**config.mk**
```make
export PLATFORM = sky130hd
export DESIGN_NAME = mips_writeback
export DESIGN_NICKNAME = d
export VERILOG_FILES = /design/src/rtl/mips_wb_pkg.sv /design/src/rtl/load_extend.sv /design/src/rtl/mips_writeback.sv
export SDC_FILE = /design/constraint.sdc
export NUM_CORES = 1
export LEC_CHECK = 0
export ABC_AREA = 1
export CAP_MARGIN = 20
export CORE_ASPECT_RATIO = 0.5
export CORE_MARGIN = 1.5
export CORE_UTILIZATION = 55
export CTS_BUF_LIST = sky130_fd_sc_hd__clkbuf_4 sky130_fd_sc_hd__clkbuf_8
export CTS_CLUSTER_DIAMETER = 200
export DETAILED_ROUTE_END_ITERATION = 8
export PLACE_DENSITY = 0.95
export SLEW_MARGIN = 0
export SYNTH_ARGS = -nofsm -noshare
export SYNTH_HDL_FRONTEND = slang
export SYNTH_HIERARCHICAL = 1
export SYNTH_SLANG_ARGS = --single-unit
```
**constraint.sdc**
```tcl
create_clock -name clk -period 4.9 [get_ports clk]
set_input_delay 1.47 -clock clk [delete_from_list [all_inputs] [get_ports clk]]
set_output_delay 1.47 -clock clk [all_outputs]
set_load 0.02 [all_outputs]
```
**src/rtl/mips_wb_pkg.sv**
```systemverilog
// Shared writeback types and encodings: result-source and load-size codes,
// the buffered entry layout and the forwarding lookup helper.
package mips_wb_pkg;

    localparam logic [1:0] WB_SEL_ALU  = 2'd0;
    localparam logic [1:0] WB_SEL_MEM  = 2'd1;
    localparam logic [1:0] WB_SEL_LINK = 2'd2;

    localparam logic [1:0] LOAD_WORD = 2'd0;
    localparam logic [1:0] LOAD_HALF = 2'd1;
    localparam logic [1:0] LOAD_BYTE = 2'd2;

    typedef struct packed {
        logic        we;
        logic [4:0]  rd;
        logic [31:0] data;
    } wb_entry_t;

    // Returns {hit, data}; the younger entry overrides the older one, $0 never hits.
    function automatic logic [32:0] fwd_lookup(
        input logic [4:0] addr,
        input wb_entry_t  old_e,
        input logic       old_v,
        input wb_entry_t  yng_e,
        input logic       yng_v
    );
        logic [32:0] res;
        res = '0;
        if (addr != 5'd0) begin
            if (old_v && old_e.we && (old_e.rd == addr)) res = {1'b1, old_e.data};
            if (yng_v && yng_e.we && (yng_e.rd == addr)) res = {1'b1, yng_e.data};
        end
        return res;
    endfunction

endpackage

```
**src/rtl/load_extend.sv**
```systemverilog
// Load lane select and sign/zero extension, little-endian lanes.
// Purely combinational; no latency, no flow control.
module load_extend
    import mips_wb_pkg::*;
(
    input  logic [31:0] i_mem_data,
    input  logic [1:0]  i_size,
    input  logic        i_signed,
    input  logic [1:0]  i_addr_lo,
    output logic [31:0] o_data
);

    logic [15:0] w_half;
    logic [7:0]  w_byte;

    // Halfword lane only looks at addr_lo[1]; misaligned low bit is ignored.
    assign w_half = i_addr_lo[1] ? i_mem_data[31:16] : i_mem_data[15:0];

    always_comb begin
        w_byte = i_mem_data[7:0];
        case (i_addr_lo)
            2'd1:    w_byte = i_mem_data[15:8];
            2'd2:    w_byte = i_mem_data[23:16];
            2'd3:    w_byte = i_mem_data[31:24];
            default: w_byte = i_mem_data[7:0];
        endcase
    end

    always_comb begin
        o_data = i_mem_data;
        case (i_size)
            LOAD_HALF: o_data = {{16{i_signed & w_half[15]}}, w_half};
            LOAD_BYTE: o_data = {{24{i_signed & w_byte[7]}}, w_byte};
            default:   o_data = i_mem_data;
        endcase
    end

endmodule

```
**src/rtl/mips_writeback.sv**
```systemverilog
// MIPS writeback: 2-entry result buffer feeding the register file write port in order.
// Accept-to-write latency 1 cycle; in_ready drops when 2 entries are held (wb_hold freezes draining).
module mips_writeback
    import mips_wb_pkg::*;
#(
    parameter int DEPTH = 2,
    parameter int CNT_W = 32
) (
    input  logic             clk,
    input  logic             rst_n,
    input  logic             in_valid,
    output logic             in_ready,
    input  logic             in_reg_write,
    input  logic [4:0]       in_rd,
    input  logic [1:0]       in_wb_sel,
    input  logic [31:0]      in_alu_result,
    input  logic [31:0]      in_mem_data,
    input  logic [31:0]      in_pc_plus4,
    input  logic [1:0]       in_load_size,
    input  logic             in_load_signed,
    input  logic [1:0]       in_addr_lo,
    input  logic             wb_hold,
    output logic             regWrite,
    output logic [4:0]       writeRegister,
    output logic [31:0]      writeData,
    input  logic [4:0]       fwd_rs,
    input  logic [4:0]       fwd_rt,
    output logic             fwd_rs_hit,
    output logic             fwd_rt_hit,
    output logic [31:0]      fwd_rs_data,
    output logic [31:0]      fwd_rt_data,
    output logic [CNT_W-1:0] retired
);

    localparam logic [1:0] DEPTH_C = DEPTH[1:0];

    wb_entry_t        r_buf [2];
    logic             r_head;
    logic [1:0]       r_count;
    logic [CNT_W-1:0] r_retired;

    logic        w_push;
    logic        w_pop;
    logic        w_tail;
    logic        w_nonempty;
    logic        w_full;
    logic [31:0] w_ld_data;
    logic [31:0] w_result;
    wb_entry_t   w_new;
    wb_entry_t   w_head;
    wb_entry_t   w_young;
    logic [32:0] w_rs_lk;
    logic [32:0] w_rt_lk;

    load_extend u_load_extend (
        .i_mem_data (in_mem_data),
        .i_size     (in_load_size),
        .i_signed   (in_load_signed),
        .i_addr_lo  (in_addr_lo),
        .o_data     (w_ld_data)
    );

    always_comb begin
        w_result = in_alu_result;
        case (in_wb_sel)
            WB_SEL_ALU:  w_result = in_alu_result;
            WB_SEL_MEM:  w_result = w_ld_data;
            WB_SEL_LINK: w_result = in_pc_plus4 + 32'd4;
            default:     w_result = in_alu_result;
        endcase
    end

    assign w_new.we   = in_reg_write && (in_rd != 5'd0);
    assign w_new.rd   = in_rd;
    assign w_new.data = w_result;

    // in_ready looks only at registered occupancy, so a same-cycle pop never raises it.
    assign in_ready   = (r_count < DEPTH_C);
    assign w_nonempty = (r_count != 2'd0);
    assign w_full     = (r_count == DEPTH_C);
    assign w_push     = in_valid && in_ready;
    assign w_pop      = w_nonempty && !wb_hold;
    assign w_tail     = r_head ^ r_count[0];

    always_ff @(posedge clk) begin
        if (!rst_n) begin
            r_count   <= 2'd0;
            r_head    <= 1'b0;
            r_retired <= '0;
            r_buf[0]  <= '0;
            r_buf[1]  <= '0;
        end else begin
            if (w_push) r_buf[w_tail] <= w_new;
            if (w_pop) begin
                r_head    <= ~r_head;
                r_retired <= r_retired + CNT_W'(1);
            end
            case ({w_push, w_pop})
                2'b10:   r_count <= r_count + 2'd1;
                2'b01:   r_count <= r_count - 2'd1;
                default: r_count <= r_count;
            endcase
        end
    end

    assign w_head  = r_buf[r_head];
    assign w_young = r_buf[~r_head];

    assign regWrite      = w_pop && w_head.we;
    assign writeRegister = w_nonempty ? w_head.rd   : 5'd0;
    assign writeData     = w_nonempty ? w_head.data : 32'd0;
    assign retired       = r_retired;

    // The second slot only holds a live entry when full, and it is always the younger one.
    assign w_rs_lk = fwd_lookup(fwd_rs, w_head, w_nonempty, w_young, w_full);
    assign w_rt_lk = fwd_lookup(fwd_rt, w_head, w_nonempty, w_young, w_full);

    assign fwd_rs_hit  = w_rs_lk[32];
    assign fwd_rs_data = w_rs_lk[31:0];
    assign fwd_rt_hit  = w_rt_lk[32];
    assign fwd_rt_data = w_rt_lk[31:0];

endmodule

```
==> summary.md <==
| Metric | Value |
|---|---|
| Pwr Total | around 0.0035 W |
| Starting Density | 0.5722 |
| Yosys cell types | 37 |
| Ports | 260 |
| Synth Register Bits | roughly 110 |
| P_leak | between 5 and 6 nW |
| Leading cell type in the layout, fill and taps excluded | nand2_1 |
| CTS tree | yes |
| Core box area | roughly 17000 µm² |
| Worst-path clk slew | between 0.1 and 0.15 ns |
| Grt ovf | 0 |
| Most frequent cells in the layout | 455 x nand2_1, 315 x nor2_1, 193 x clkdlybuf4s50_1, 168 x inv_1, 130 x o21ai_0 |
| Syn Inst Count | 1594 |
| Iteration-0 DRC Markers | 1555 |
| Seq/Total Area, Yosys | 0.3146 |
| Power density over the cells | 282.1 nW/µm² |
| Clock H-tree levels | 3 |
| Status | finished, final reports clean |
| DPL Wire Length | 25.11 mm |
| Worst skew pair latency | slightly below 0.4 ns |
| Final worst clock skew | roughly 0.016 ns |
| Synth Flop Type | edfxtp_1 |
| Critical path startpoint category | input port |
| Mean post-synth cell area | 5.988 µm² |
| Final Routed Wirelength | about 33 mm |
| CP max FO | 33 |
| Setup violations, final | 0 |
| Worst VDD drop | just over 200 µV |
| Fmax | about 0.21 GHz |
| Ys async rst share | 0 |
| Final nets | about 2000 |
| Critical Path End Type | output pin |
| Arrival time worst endpoint | 3.39 ns |
| Final period util | 0.9909 |
| Kind of critical path | in -> out |
| # clock sinks | around 110 |
| Worst slew margin | 0.4189 |
| Worst-Margin Slew | 0.8707 ns |
| Final min period | between 4 and 5 ns |
| Die area | 18200 µm² |
| Cts hold-fix bufs | 0 |
| Fin. max-slew vios | 0 |
| Hold path depth | 2 |
| First-pass GRT wire length | around 51 mm |
| Post-Syn Area | about 9500 µm² |
| Count of final hold-check violations | 0 |
| Ant. Diodes | 0 |
| DIE WIDTH | roughly 190 µm |
| Worst Path Required | 3.43 ns |
| Row cnt | 33 |
| Die Ht | approximately 96 µm |
| Layout cells sized above 1 | 0.07495 |
| GRT Total Usage | 0.3601 |
| Layout area overhead | 29.93% |
| Post-Syn Nets | between 1500 and 2000 |
| Syn. warnings | 6 |
| Vias post-DR | approximately 12000 |
| First drt pass iteration count | 6 |
| Initial antenna violation count | 0 |
| Hold Path Class | reg -> reg |
| Post-DR vias/cell | between 5 and 6 |
| Cells on worst reg2reg path | 9 |
| CTS root buf | clkbuf_8 |
| Placer Congestion | 0.9900 |
| CTS Buffer Depth | 2 |
| Total CTS buffers | 9 |
| TNS Setup | 0 ns |
| Vias in the first global route | approximately 10000 |
| Largest net degree at the start of global routing | between 60 and 70 |
| Number of enable flip-flop cells after synthesis | 76 |
| Port buffer count | 259 |
| Post-DRT Antenna Nets | 0 |
| Max-cap violations | 0 |
| Filler instances | between 1000 and 1500 |
| Drt drc | 0 |
| Avg WL per Cell | between 15 and 20 µm |
cell usage after synthesis (3+ instances only):
master       n  area share
buf_2       13      0.0068
nor2_1     318        0.13
nand3_2      3      0.0031
nand2_1    455        0.18
a21oi_1    115       0.060
o21ai_1      4      0.0021
xnor2_1      3      0.0028
buf_6       10       0.012
clkbuf_1    46       0.018
nand3_1     61       0.032
edfxtp_1    76        0.24
nor3_1      22       0.012
nand2_2      6      0.0039
o2bb2ai_1    4      0.0037
inv_1      168       0.066
nor3b_1      3      0.0024
nand3b_1     6      0.0047
or2_2        8      0.0052
ha_1         7      0.0092
o21ai_0    130       0.068
buf_1        7      0.0028
inv_2        3      0.0012
xor2_1      10      0.0092
nor2_2      11      0.0072
dfxtp_1     36       0.076
buf_4        8      0.0063
nand4_1     44       0.029
o21bai_1     4      0.0031
layout make-up:
class / instances / area, µm² / share of cell area
flip-flops and latches: 112 / 3005 / 0.2423
clock inverters: 6 / 51.30 / 0.004136
inverters: 172 / 645.6 / 0.05206
repair buffers: 302 / 2808 / 0.2264
clock buffers: 10 / 131.4 / 0.01059
well taps: 227 / 284.0 / 0.02290
multi-input cells: 1226 / 5477 / 0.4416
state kept, by name, indices dropped and copies added (netlist names), named ones only:
name     flops
r_buf       76
retired     32
r_count      2
r_head       1
final timing paths:
path	start	end	slack (ns)
worst max-delay path	fwd_rt[0]	fwd_rt_data[31]	0.04
worst min-delay path	retired[10]	retired[10]	0.51
worst max register to register	r_count[0]	retired[12]	2.21
worst min register to register	retired[10]	retired[10]	0.51
timing repair:
action / CTS / global route
setup endpoints to repair: 66 / 53
pin swaps: 0 / 1
cloned: 0 / 1
gates resized for setup: 66 / 75
endpoints found under the hold margin: 0 / 0
setup buffers: 0 / 1
cell families (layout without fill, tap and decap cells):
family	after synthesis	in the layout	synth area share
fa+ha+maj	7	7	0.009175
flops	112	112	0.3146
compound gates	263	263	0.1425
simple gates	943	943	0.4084
buf+inv	256	490	0.1134
xor+xnor	13	13	0.01193
worst max-delay path, cell delays in order:
cell	delay, ns
clkdlybuf4s50_1	0.55
inv_1	0.08
nand2_1	0.10
and3_1	0.23
nand3_2	0.13
nand2_1	0.10
nand2_2	0.07
buf_12	0.16
nor2_1	0.11
dlygate4sd2_1	0.37
layer usage:
layer  share of wire  track usage  vias to the layer above
met2            0.45       0.6023                      738
met4           0.034       0.1290                        0
li1                -            -                     5568
met5               0            0                        -
met1            0.40       0.4739                     5108
met3            0.11      0.06489                      109
stage by stage:
| step | std cells | area (µm²) | util | setup WS (ns) | hold WS, ns |
|---|---|---|---|---|---|
| after floorplan | 1594 | 9545 | - | 0.8663 | 0.5215 |
| after global placement | 2037 | 12380 | 0.7420 | -0.1862 | 0.4793 |
| after detailed placement | 2037 | 12380 | 0.7420 | -0.2205 | 0.4904 |
| after CTS | 2053 | 12480 | 0.7481 | 0.009670 | 0.5086 |
| after global routing | 2055 | 12400 | 0.7435 | -0.01444 | 0.5494 |
| final | 2055 | 12400 | 0.7435 | 0.04449 | 0.5098 |
where the power goes:
| part | internal, W | switching [W] |
|---|---|---|
| sequential | 0.00115 | 0.0000740 |
| clock | 0.000200 | 0.000345 |
| combinational | 0.000586 | 0.00114 |
No activity file was read; power rests on OpenSTA's default activity.
